[src/rtl/nibble_serial_adder16.sv]
// -----------------------------------------------------------------------------
// nibble_serial_adder16
//
// Purpose:
//   16-bit adder/subtractor that processes its operands one 4-bit nibble per
//   clock, LSB nibble first. Each nibble goes through a 4-bit carry-lookahead
//   slice. The carry out of one nibble is registered and fed into the next.
//   An operation takes one accept cycle, four RUN cycles and one DONE cycle,
//   so a new operation can start at most once every six cycles.
//
// Ports:
//   clk    in   1   clock; all state changes on the rising edge
//   rst_n  in   1   synchronous active-low reset
//   start  in   1   operation request, sampled only while idle
//   sub    in   1   0 = a + b + cin, 1 = a - b (cin ignored)
//   a      in  16   operand A, captured on an accepted start
//   b      in  16   operand B, captured on an accepted start
//   cin    in   1   carry-in for add, captured on an accepted start
//   ready  out  1   high only while idle
//   done   out  1   one-cycle pulse when sum/cout/ovf are valid
//   sum    out 16   result, held until the next operation runs
//   cout   out  1   carry out of bit 15
//   ovf    out  1   signed two's-complement overflow
// -----------------------------------------------------------------------------
module nibble_serial_adder16 (
    input  logic        clk,
    input  logic        rst_n,
    input  logic        start,
    input  logic        sub,
    input  logic [15:0] a,
    input  logic [15:0] b,
    input  logic        cin,
    output logic        ready,
    output logic        done,
    output logic [15:0] sum,
    output logic        cout,
    output logic        ovf
);

    typedef enum logic [1:0] {
        IDLE = 2'd0,
        RUN  = 2'd1,
        DONE = 2'd2
    } state_t;

    state_t      state_q;
    state_t      state_d;

    logic [1:0]  cnt_q;
    logic        carry_q;
    logic [15:0] op_a_q;
    logic [15:0] op_b_q;
    logic [15:0] sum_q;
    logic        cout_q;
    logic        ovf_q;

    logic        accept;
    logic        run_step;
    logic        last_nibble;

    logic [3:0]  nib_a;
    logic [3:0]  nib_b;
    logic [3:0]  nib_sum;
    logic        nib_cout;
    logic [15:0] sum_next;

    // 4-bit carry-lookahead slice. Every carry is written out directly from
    // the generate/propagate terms and the incoming carry, so none of them
    // ripples through the previous bit's carry.
    // Returns {carry_out, sum[3:0]}.
    function automatic logic [4:0] cla4(
        input logic [3:0] x,
        input logic [3:0] y,
        input logic       c0
    );
        logic [3:0] g;
        logic [3:0] p;
        logic [4:0] c;
        g    = x & y;
        p    = x ^ y;
        c[0] = c0;
        c[1] = g[0] | (p[0] & c0);
        c[2] = g[1] | (p[1] & g[0]) | (p[1] & p[0] & c0);
        c[3] = g[2] | (p[2] & g[1]) | (p[2] & p[1] & g[0])
             | (p[2] & p[1] & p[0] & c0);
        c[4] = g[3] | (p[3] & g[2]) | (p[3] & p[2] & g[1])
             | (p[3] & p[2] & p[1] & g[0])
             | (p[3] & p[2] & p[1] & p[0] & c0);
        return {c[4], p ^ c[3:0]};
    endfunction

    // Next-state logic and FSM-decoded outputs.
    always_comb begin
        state_d     = state_q;
        accept      = 1'b0;
        run_step    = 1'b0;
        last_nibble = 1'b0;
        ready       = 1'b0;
        done        = 1'b0;
        case (state_q)
            IDLE: begin
                ready = 1'b1;
                if (start) begin
                    accept  = 1'b1;
                    state_d = RUN;
                end
            end
            RUN: begin
                run_step = 1'b1;
                if (cnt_q == 2'd3) begin
                    last_nibble = 1'b1;
                    state_d     = DONE;
                end
            end
            DONE: begin
                done    = 1'b1;
                state_d = IDLE;
            end
            default: begin
                state_d = IDLE;
            end
        endcase
    end

    // State register.
    always_ff @(posedge clk) begin
        if (!rst_n) begin
            state_q <= IDLE;
        end else begin
            state_q <= state_d;
        end
    end

    // Pick the operand nibble selected by the counter.
    always_comb begin
        nib_a = 4'h0;
        nib_b = 4'h0;
        case (cnt_q)
            2'd0: begin nib_a = op_a_q[3:0];   nib_b = op_b_q[3:0];   end
            2'd1: begin nib_a = op_a_q[7:4];   nib_b = op_b_q[7:4];   end
            2'd2: begin nib_a = op_a_q[11:8];  nib_b = op_b_q[11:8];  end
            2'd3: begin nib_a = op_a_q[15:12]; nib_b = op_b_q[15:12]; end
            default: begin nib_a = 4'h0; nib_b = 4'h0; end
        endcase
    end

    always_comb begin
        {nib_cout, nib_sum} = cla4(nib_a, nib_b, carry_q);
    end

    // The current result with the nibble being computed merged in. The
    // overflow check on the last nibble needs the new bit 15, not the old one.
    always_comb begin
        sum_next = sum_q;
        case (cnt_q)
            2'd0: sum_next[3:0]   = nib_sum;
            2'd1: sum_next[7:4]   = nib_sum;
            2'd2: sum_next[11:8]  = nib_sum;
            2'd3: sum_next[15:12] = nib_sum;
            default: sum_next = sum_q;
        endcase
    end

    // Datapath registers. Subtraction is folded into the capture: b is
    // inverted and the carry register starts at 1, so RUN only ever adds.
    always_ff @(posedge clk) begin
        if (!rst_n) begin
            cnt_q   <= 2'd0;
            carry_q <= 1'b0;
            op_a_q  <= 16'h0000;
            op_b_q  <= 16'h0000;
            sum_q   <= 16'h0000;
            cout_q  <= 1'b0;
            ovf_q   <= 1'b0;
        end else if (accept) begin
            op_a_q  <= a;
            op_b_q  <= sub ? ~b : b;
            carry_q <= sub ? 1'b1 : cin;
            cnt_q   <= 2'd0;
        end else if (run_step) begin
            sum_q   <= sum_next;
            carry_q <= nib_cout;
            cnt_q   <= cnt_q + 2'd1;
            if (last_nibble) begin
                cout_q <= nib_cout;
                ovf_q  <= (op_a_q[15] == op_b_q[15]) &&
                          (sum_next[15] != op_a_q[15]);
            end
        end
    end

    assign sum  = sum_q;
    assign cout = cout_q;
    assign ovf  = ovf_q;

endmodule

[config.mk]
export PLATFORM = sky130hd
export DESIGN_NAME = nibble_serial_adder16
export DESIGN_NICKNAME = d
export VERILOG_FILES = /design/src/rtl/nibble_serial_adder16.sv
export SDC_FILE = /design/constraint.sdc
export NUM_CORES = 1
export LEC_CHECK = 0
export CAP_MARGIN = 25
export CORE_ASPECT_RATIO = 2
export CORE_UTILIZATION = 40
export DETAILED_ROUTE_END_ITERATION = 7
export HOLD_SLACK_MARGIN = 0.15
export PLACE_DENSITY = 0.71
export SETUP_SLACK_MARGIN = 0.15
export SKIP_CTS_REPAIR_TIMING = 1
export SLEW_MARGIN = 20
export SYNTH_ARGS = -nofsm -noshare
export SYNTH_HDL_FRONTEND = slang
export SYNTH_SLANG_ARGS = --single-unit
[constraint.sdc]
create_clock -name clk -period 3.8 [get_ports clk]
set_input_delay 1.14 -clock clk [delete_from_list [all_inputs] [get_ports clk]]
set_output_delay 1.14 -clock clk [all_outputs]
set_load 0.02 [all_outputs]
# After elaboration in Yosys (flattened, before gate mapping)
# Index checks and enable logic that the tools add are counted.
# word_totals
register_bits,55
inputBits,37
output_inout_bits,20
wordCells,83
# classes
add_sub_neg,1
n_eq_ne,9
mux,17
bitwise_logic,32
reduce_logical,12
# op_table
op,n
4-bit one-hot mux with 4 select lines,2
1-bit AND,16
16-bit two-way mux,1
16-bit inverter,1
3-bit AND reduction,5
1-bit two-way mux,10
1-bit bitwise OR,10
4-bit XOR,2
"2-bit == test, second input constant",3
4-bit AND,1
"2-bit by 1-bit == test with 1-bit output, second input constant",2
2-bit zero test,2
2-bit two-way mux,2
4-bit two-way mux,1
"2-bit inequality test, second input constant",2
2-bit one-hot mux with 2 select lines,1
2-bit AND reduction,2
"2-bit by 1-bit adder with 2-bit output, second input constant",1
1-bit inverter,2
2-bit nonzero test,1
2-bit OR reduction,1
1-bit == test,1
1-bit logical AND,1
1-bit inequality test,1

# Depth between registers and ports, before layout
# Gate-level depths: netlist of run 1.
# depth
depth_word,11
depth_mapped,11
mapped_depth_nobuf,9

# Worst setup path after synthesis of run 1
# Ideal clock, no wire load.
# synth_path
path_type,reg-to-reg
startpoint,register cnt_q[0]
endpoint,"register ovf_q, in the netlist ovf"
setup_ns,0.074
arrival_time_ns,2.739
required_time_ns,3.726
setup_slack_ns,0.987
stages_incl_launch_ff,12
path_buffers,2
synth_period_minus_slack_ns,2.813
path_cell_list,dfxtp_1 inv_1 ha_1 clkbuf_1 a222oi_1 mux2i_1 ha_1 a21o_1 and4_4 buf_6 or4b_1 a31oi_1
# synth_between
elab_chain_cells,11
# synth_lines
item,line_no,text
start: declaration,49,logic [1:0] cnt_q;
start signal: assignment,183,cnt_q <= cnt_q + 2'd1;
"2-bit == test, or another cell as far along","110, 138, 155",
4-bit one-hot mux with 4 select lines,138,case (cnt_q)
4-bit XOR or 4-bit AND (tied branches),"80, 79",
"1-bit AND, on equally long branches","84, 85",
"1-bit bitwise OR, or another cell as far along",84,c[3] = g[2] | (p[2] & g[1]) | (p[2] & p[1] & g[0])
1-bit bitwise OR or 1-bit AND (tied branches),"84, 85",
1-bit bitwise OR,85,| (p[2] & p[1] & p[0] & c0);
4-bit XOR,89,"return {c[4], p ^ c[3:0]};"
4-bit two-way mux,155,case (cnt_q)
1-bit inequality test,187,(sum_next[15] != op_a_q[15]);
1-bit logical AND,186,ovf_q <= (op_a_q[15] == op_b_q[15]) &&
end signal: assignment,186,
end: declaration,55,logic ovf_q;
# Parallel ways exist; a longest one is shown, timed or not.
# A chain may end at the register's enable or synchronous reset.

# Worst setup path after layout of run 1
# Same ends and word-level chain as after synthesis.

==> summary.txt, run 1 <==
STA
  • Slew @ Worst Pin: 0.636 ns
  • Fmax: 340 MHz
  • Min cycle time layout: 2.94 ns
  • Relative slew slack: 0.575
  • Setup_tns: 0 ns
  • Max-slew violations: 0
  • Hold Slack: 0.455 ns
  • Unrepaired setup endpoints after global routing: no
  • Final Skew: 0.00597 ns
  • Tcrit/Tclk final: 0.775
  • Final setup vio count: 0
  • Hold Vio Cnt, Final: 0

Floorplanning
  • Cell row count: 40
  • Die Ht: 114 µm
  • Core box area: 6060 µm²
  • Die Wd: 58.1 µm
  • Die area: 6640 µm²
  • I/O Pins: 57
  • Initial core utilization: 0.416

Placed design
  • Post-DP HPWL: 4270 µm
  • Gpl congestion: 0.879
  • IO Port Bufs: 56
  • Inst Count DP: 415

Global route
  • Total gr overflow: 0
  • Tot GR Track Use: 0.181
  • Initial antenna violation count: 0
  • Vias in the first global route: 2021
  • Largest net degree at the start of global routing: 48
  • First-pass GRT wire length: 9190 µm

Clocking
  • Root Driver: clkbuf_16
  • Clk pin slew, worst setup/hold paths: 0.07 ns
  • Clock Tree Buf Depth: 2
  • H-tree levels: 2
  • Clock latency at the later pin of the worst-skew pair: 0.28 ns
  • CTS tree: built
  • # clock sinks: 55
  • Total CTS buffers: 5

Synthesis
  • Avg Synthesized Cell Area: 8.60 µm²
  • Mux contribution to synthesized area: 0.0318
  • Largest family of logic cells by synthesized area: compound AO/OA/AOI/OAI gates
  • Share of the yosys chip area belonging to registers: 0.437
  • Gate Count Post-Synth: 293
  • Cell Area, Synth: 2520 µm²
  • Synth Area in XOR/XNOR: 0.0626
  • Yosys reg bits: 55
  • Post-synthesis adder-cell area fraction: 0.0527
  • Simple-gate share of the synthesized area: 0.161
  • Ys Warns: 0
  • Synthesized Nets: 340
  • Distinct cells, synth: 34
  • Compound-Gate Fraction of Synth Area: 0.197

Outcome
  • Outcome: completed

Detailed routing
  • Drt via density: 5.07
  • WL per Instance: 13.2 µm
  • DRC errors left: 0
  • Drt initial violations: 76
  • Routed wire length: 5580 µm
  • Routed Antenna Nets: 0
  • DR vias: 2140
  • Number of detailed-route iterations in the first pass: 4

Setup path
  • Critical Path Sink Type: register
  • Critical Path RT: 4.01 ns
  • Crit path DAT: 3.15 ns
  • Startpoint Class: register
  • Worst setup path category: register to register
  • Worst Path Max Fanout: 12

Power and ir drop
  • Power per cell area: 410 nW/µm²
  • Power, Total: 0.00134 W
  • Lkg Pwr: 1.22 nW
  • VDD IR max: 313 µV

Final layout
  • Register Area: 1100 µm²
  • Nets: 385
  • Multi-input logic area: 1270 µm²
  • FILL cells: 594
  • Most common cell after layout, fill and taps aside: clkdlybuf4s50_1
  • Commonest non-fill, non-tap cells in the layout: clkdlybuf4s50_1, dfxtp_1, nand2_1, a21oi_1, nor2_1
  • N_diodes: 0
  • Layout cells sized above 1: 0.0385
  • Final cell count without fillers: 422
  • Area grow syn2layout: 30.1%

Job
  • Max cap viols: 0

Hold path
  • Worst Hold Class: register to register
[per-layer routing]
layer | global-route usage | share of wire | wire [µm]
met1 | 0.175 | 0.37 | 2040
met2 | 0.349 | 0.58 | 3230
met3 | 0.0316 | 0.024 | 135
met4 | 0.0937 | 0.031 | 172
met5 | 0 | 0 | 0
[state kept, by name, summed over array words and instances, names as in the netlist]
signal and flops:
carry_q 1, cnt_q 2, cout 1, op_a_q 16, op_b_q 16, ovf 1
state_q 2, sum 16
[critical path: stages, from the launching register on]
cell,delay [ns]
dfxtp_1,0.40
inv_1,0.10
ha_1,0.37
a222oi_1,0.36
mux2i_1,0.18
ha_1,0.35
a21o_1,0.20
and4_4,0.22
or4b_1,0.51
a31oi_1,0.19
[cell usage after synthesis (all sizes together)]
cell	n	area [µm²]
a211o	1	10.0
a211oi	19	143
a21o	1	7.51
a21oi	31	155
a222oi	8	80.1
a311oi	3	26.3
a31oi	1	6.26
and2	2	12.5
and4	1	11.3
buf	8	47.5
clkbuf	15	56.3
dfxtp	55	1100
fa	1	20.0
ha	9	113
inv	11	41.3
mux2i	8	80.1
nand2	47	176
nand2b	2	12.5
nand3	7	35.0
nor2	24	90.1
nor2b	3	18.8
nor3	2	10.0
o211ai	1	7.51
o21a	1	7.51
o21ai	7	35.0
o311ai	1	8.76
o32ai	1	8.76
or4	4	30.0
or4b	1	10.0
xnor2	14	123
xor2	4	35.0
[report_power, final]
group,internal (W),total (W),leakage [nW],switching (W)
clock,0.000307,0.000490,0.0769,0.000183
combinational,0.000106,0.000222,0.688,0.000115
sequential,0.000610,0.000631,0.451,0.0000203
[metrics by stage]
step	area, µm²	setup slack [ns]	util
6_report	3280	0.857	0.541
5_1_grt	3280	0.684	0.541
4_1_cts	3280	0.861	0.541
3_5_place_dp	3120	0.880	0.515
3_3_place_gp	3120	1.00	0.515
2_1_floorplan	2520	0.987	-
[layout make-up]
cell class	count	area share
sequential	55	0.336
clock buffer	6	0.0393
tap	84	0.0321
inverter	11	0.0126
clock inverter	1	0.00916
timing repair buffer	61	0.183
multi-input combinational	204	0.388
[logic make-up (layout without fill, tap and decap cells)]
kind of cell / Yosys count / after routing
adders and majority gates: 10 / 10
xor gates and xnor gates: 18 / 18
DFF: 55 / 55
and+or+nand+nor: 93 / 93
muxes: 8 / 8
AOI/OAI and AO/OA: 75 / 75
buffers and inverters: 34 / 79
[path summary, 6_finish.rpt]
kind            start  endpoint  slack, ns  cells after the start
max          cnt_q[0]       ovf       0.86                      9
min            sum[0]    sum[0]       0.46                      2
max reg2reg  cnt_q[0]       ovf       0.86                      9
min reg2reg    sum[0]    sum[0]       0.46                      2
Power figures use the tool's default switching activity.
==> inputs of run 2 (changes only) <==
clock period = 2.8 ns   (was 3.8 ns; I/O delays follow)
==> run 2 against run 1 <==
Count of clock-buffer cells in the layout decreased by 1. Routed wire length up 3.2%. Total power increased by 47%. Combinational power grew 45%. Register-to-register slack worse by 0.64 ns. Fmax grew 14%. Largest cell class unchanged.
==> summary.txt, run 2 (synthesis results as in run 1) <==
Clocking
  • Root Driver: clkbuf_16
  • H-tree levels: 2 (unchanged)
  • Clock latency at the later pin of the worst-skew pair: 0.30 ns (+0.02 ns)
  • Clk pin slew, worst setup/hold paths: 0.07 ns (about the same)
  • # clock sinks: 55 (unchanged)
  • Clock Tree Buf Depth: 2 (unchanged)
  • Total CTS buffers: 5 (unchanged)
  • CTS tree: built

Global route
  • Total gr overflow: 0 (unchanged)
  • Tot GR Track Use: 0.184 (+0.00240)
  • Largest net degree at the start of global routing: 48 (unchanged)
  • First-pass GRT wire length: 9230 µm (+0.38%)
  • Vias in the first global route: 2048 (+1.3%)
  • Initial antenna violation count: 0 (unchanged)

Floorplanning
  • Cell row count: 40 (unchanged)
  • Die area: 6640 µm² (unchanged)
  • Die Ht: 114 µm (unchanged)
  • Initial core utilization: 0.416 (unchanged)
  • Core box area: 6060 µm² (unchanged)
  • Die Wd: 58.1 µm (unchanged)
  • I/O Pins: 57 (unchanged)

Setup path
  • Crit path DAT: 2.82 ns (-0.33 ns)
  • Critical Path Sink Type: register
  • Worst Path Max Fanout: 8 (-4)
  • R2R depth: 9 (unchanged)
  • Startpoint Class: register
  • Critical Path RT: 3.03 ns (-0.98 ns)
  • Worst setup path category: register to register

Detailed routing
  • Drt initial violations: 85 (+12%)
  • Routed Antenna Nets: 0 (unchanged)
  • WL per Instance: 13.4 µm (+1.3%)
  • Drt via density: 5.06 (-0.26%)
  • Routed wire length: 5760 µm (+3.2%)
  • Number of detailed-route iterations in the first pass: 6 (+2)
  • DR vias: 2175 (+1.6%)
  • DRC errors left: 0 (unchanged)

Power and ir drop
  • VDD IR max: 410 µV (+31%)
  • Power, Total: 0.00197 W (+47%)
  • Power per cell area: 574 nW/µm² (+40%)
  • Lkg Pwr: 1.27 nW (+4.8%)

Placed design
  • Gpl congestion: 0.815 (-7.3%)
  • IO Port Bufs: 56 (unchanged)
  • Post-DP HPWL: 4360 µm (+2.3%)

Hold path
  • Hold-critical path depth: 2 (unchanged)
  • Worst Hold Class: register to register

STA
  • Tcrit/Tclk final: 0.924 (+0.149)
  • Hold Slack: 0.456 ns (+0.000349 ns)
  • Final Skew: 0.00775 ns (+0.00178 ns)
  • Relative slew slack: 0.637 (+0.0618)
  • Max-slew violations: 0 (unchanged)
  • Fmax: 387 MHz (+14%)
  • Min cycle time layout: 2.59 ns (-0.358 ns)
  • Final setup vio count: 0 (unchanged)
  • Setup_tns: 0 ns (unchanged)
  • Unrepaired setup endpoints after global routing: yes
  • Hold Vio Cnt, Final: 0 (unchanged)
  • Slew @ Worst Pin: 0.544 ns (-0.0925 ns)

Final layout
  • Area grow syn2layout: 36.4%
  • Commonest non-fill, non-tap cells in the layout: clkdlybuf4s50_1, dfxtp_1, nand2_1, a21oi_1, nor2_1
  • Nets: 392 (+1.8%)
  • N_diodes: 0 (unchanged)
  • FILL cells: 544 (-8.4%)
  • Layout cells sized above 1: 0.101 (+0.0627)
  • Most common cell after layout, fill and taps aside: clkdlybuf4s50_1

Job
  • Max cap viols: 0 (unchanged)

Outcome
  • Outcome: completed
-- run 2: changes by cell type in the layout (fill, tap and decap cells not counted), sizes merged --
cell      change
clkbuf        -1
bufinv        +1
buf           +7
clkinvlp      +1
-- run 2: per-layer routing --
layer	share of wire	track usage
met1	0.36	0.172
met2	0.58	0.359
met3	0.024	0.0316
met4	0.032	0.0937
met5	0	0
-- run 2: report_power, final --
part | total, W | switching, W | internal (W)
logic | 0.000323 | 0.000161 | 0.000163
clock network | 0.000792 | 0.000280 | 0.000512
registers | 0.000858 | 0.0000308 | 0.000827
-- run 2: stage by stage --
stage / util / worst slack (ns) / std cells / cell area, µm²
final: 0.567 / 0.214 / 430 / 3430
after global routing: 0.567 / 0.0915 / 430 / 3430
after CTS: 0.554 / 0.142 / 426 / 3350
after detailed placement: 0.522 / 0.163 / 418 / 3160
after global placement: 0.522 / 0.221 / 418 / 3160
after floorplan: - / 0.155 / 293 / 2550
-- run 2: worst max-delay path: stages (launching register included) --
cell	delay, ns
dfxtp_4	0.38
inv_4	0.05
ha_4	0.18
a222oi_1	0.35
mux2i_1	0.15
ha_1	0.33
a21o_1	0.20
and4_4	0.22
or4_4	0.54
a21oi_2	0.12
-- run 2: cell type report --
class,count,area (µm²),share of cell area
multi-input combinational,204,1320,0.384
sequential,55,1110,0.323
timing repair buffer,68,667,0.194
clock buffer,5,125,0.0364
tap,84,105,0.0306
clock inverter,3,67.6,0.0197
inverter,11,43.8,0.0128
-- run 2: worst paths after layout --
path | start | to | slack (ns)
max | cnt_q[1] | sum[7] | 0.21
min | sum[11] | sum[11] | 0.46
max reg2reg | cnt_q[1] | sum[7] | 0.21
min reg2reg | sum[11] | sum[11] | 0.46
==> inputs of run 3 (changes only) <==
CORE_ASPECT_RATIO = 1.2   (was 2)
CORE_MARGIN = 10   (was default)
==> run 3 against run 2 <==
Clock skew shrank 0.00059 ns. Routed wire length grew 7.6%. Via count grew 1.5%. Hold slack gained 0.0039 ns. Largest power group unchanged. Highest routed layer unchanged. Non-clock buffer count grew 1.
==> summary.txt, run 3 (synthesis results as in run 1) <==
Outcome
  • Outcome: completed

Clocking
  • Root Driver: clkbuf_8
  • Total CTS buffers: 5 (unchanged)
  • Clock latency at the later pin of the worst-skew pair: 0.30 ns (about the same)
  • Clk pin slew, worst setup/hold paths: 0.09 ns (+0.02 ns)
  • H-tree levels: 2 (unchanged)
  • Clock Tree Buf Depth: 2 (unchanged)
  • # clock sinks: 55 (unchanged)
  • CTS tree: built

STA
  • Slew @ Worst Pin: 0.721 ns (+0.177 ns)
  • Relative slew slack: 0.518 (-0.118)
  • Fmax: 381 MHz (-1.5%)
  • Tcrit/Tclk final: 0.937 (+0.0138)
  • Setup_tns: 0 ns (unchanged)
  • Final Skew: 0.00717 ns (-0.000586 ns)
  • Min cycle time layout: 2.62 ns (+0.0386 ns)
  • Final worst slack: 0.176 ns (-0.0386 ns)
  • Unrepaired setup endpoints after global routing: yes
  • Final setup vio count: 0 (unchanged)
  • Max-slew violations: 0 (unchanged)
  • Hold Vio Cnt, Final: 0 (unchanged)

Final layout
  • Layout cells sized above 1: 0.107 (+0.00547)
  • Most common cell after layout, fill and taps aside: clkdlybuf4s50_1
  • Commonest non-fill, non-tap cells in the layout: clkdlybuf4s50_1, dfxtp_1, nand2_1, a21oi_1, nor2_1
  • Nets: 393 (+0.26%)
  • Area grow syn2layout: 32.1%
  • FILL cells: 621 (+14%)
  • N_diodes: 0 (unchanged)
  • Final core occ: 0.547 (-0.0206)

Setup path
  • Critical path destination: sum[3]
  • Worst Path Max Fanout: 8 (unchanged)
  • Crit path from: cnt_q[1]
  • Worst-path cell chain: inv_4 -> ha_4 -> buf_6 -> a222oi_1 -> mux2i_1 -> ha_1 -> and4_4 -> or4_1 -> a21oi_2
  • R2R setup slack: 0.18 ns (-0.04 ns)
  • Start of the worst register-to-register path: cnt_q[1]
  • Critical Path Sink Type: register
  • Worst setup path category: register to register
  • Worst path slowest cell: or4_1
  • Critical Path RT: 3.04 ns (about the same)
  • Startpoint Class: register
  • R2R depth: 9 (unchanged)
  • CP max stage delay: 0.55 ns (about the same)
  • Reg-to-reg endpoint: sum[3]
  • Crit path DAT: 2.87 ns (+0.05 ns)

Power and ir drop
  • Lkg Pwr: 1.23 nW (-3.8%)
  • Power per cell area: 479 nW/µm² (-17%)
  • VDD IR max: 240 µV (-41%)

Placed design
  • IO Port Bufs: 56 (unchanged)
  • Post-DP HPWL: 4790 µm (+9.8%)
  • Place WS: 0.121 ns (-0.0420 ns)
  • Gpl congestion: 0.884 (+8.4%)

Floorplanning
  • Initial core utilization: 0.414 (-0.00231)
  • Core box area: 6090 µm² (+0.56%)
  • I/O Pins: 57 (unchanged)
  • Die Wd: 92.4 µm (+59%)
  • Cell row count: 31 (-23%)
  • Die area: 9880 µm² (+49%)
  • Die Ht: 107 µm (-6.4%)

Detailed routing
  • Drt initial violations: 138 (+62%)
  • Routed wire length: 6190 µm (+7.6%)
  • Routed Antenna Nets: 0 (unchanged)
  • DRC errors left: 0 (unchanged)
  • WL per Instance: 14.4 µm (+7.8%)
  • Drt via density: 5.14 (+1.7%)
  • DR vias: 2207 (+1.5%)
  • Number of detailed-route iterations in the first pass: 4 (-2)

Global route
  • Total gr overflow: 0 (unchanged)
  • Initial antenna violation count: 0 (unchanged)
  • First-pass GRT wire length: 9890 µm (+7.3%)
  • Largest net degree at the start of global routing: 41 (-15%)
  • Vias in the first global route: 2131 (+4.1%)
  • Tot GR Track Use: 0.120 (-0.0634)

Hold path
  • Worst Hold Class: register to register

Job
  • Max cap viols: 0 (unchanged)
-- run 3: metrics by stage --
stage | instances | total power [W] | instance area [µm²] | hold slack, ns
6_report | 429 | 0.00159 | 3330 | 0.460
5_1_grt | 429 | 0.00167 | 3330 | 0.479
4_1_cts | 424 | 0.00159 | 3230 | 0.460
3_5_place_dp | 416 | 0.00118 | 3150 | 0.448
3_3_place_gp | 416 | 0.00118 | 3150 | 0.445
2_1_floorplan | 293 | 0.00106 | 2550 | 0.436
-- run 3: worst max-delay path, delay by kind of cell (launching register included) --
family                     cells  cell delay, ns
and+or+nand+nor                2            0.78
adders and majority gates      2            0.53
AOI/OAI and AO/OA              2            0.50
DFF                            1            0.39
buffers and inverters          2            0.19
muxes                          1            0.17
-- run 3: worst min path at each step --
stage                          start         end  slack, ns  cells past startpoint
after floorplan           op_a_q[12]  op_a_q[12]       0.44                      2
after CTS                    sum[11]     sum[11]       0.46                      2
after detailed placement     sum[11]     sum[11]       0.45                      2
after global routing         sum[15]     sum[15]       0.48                      2
after global placement     op_a_q[1]   op_a_q[1]       0.45                      2
final                     op_a_q[12]  op_a_q[12]       0.46                      2
-- run 3: routing by layer --
| metal | global-route usage | share of wire | wire length (µm) |
|---|---|---|---|
| met5 | 0 | 0 | 0 |
| met4 | 0.0397 | 0.014 | 85 |
| met3 | 0.0363 | 0.060 | 372 |
| met2 | 0.205 | 0.49 | 3010 |
| met1 | 0.140 | 0.44 | 2720 |
-- run 3: cell type report --
type	instances	area, µm²	area share
Tap cell	82	103	0.0308
Sequential cell	55	1110	0.333
Timing Repair Buffer	69	662	0.199
Clock buffer	7	76.3	0.0229
Multi-Input combinational cell	204	1330	0.400
Clock inverter	1	5.00	0.00150
Inverter	11	43.8	0.0132
-- run 3: report_power, final --
group / internal, W / switching [W]
combinational: 0.000160 / 0.000163
clock: 0.000176 / 0.000238
sequential: 0.000827 / 0.0000293
total: 0.00116 / 0.000430
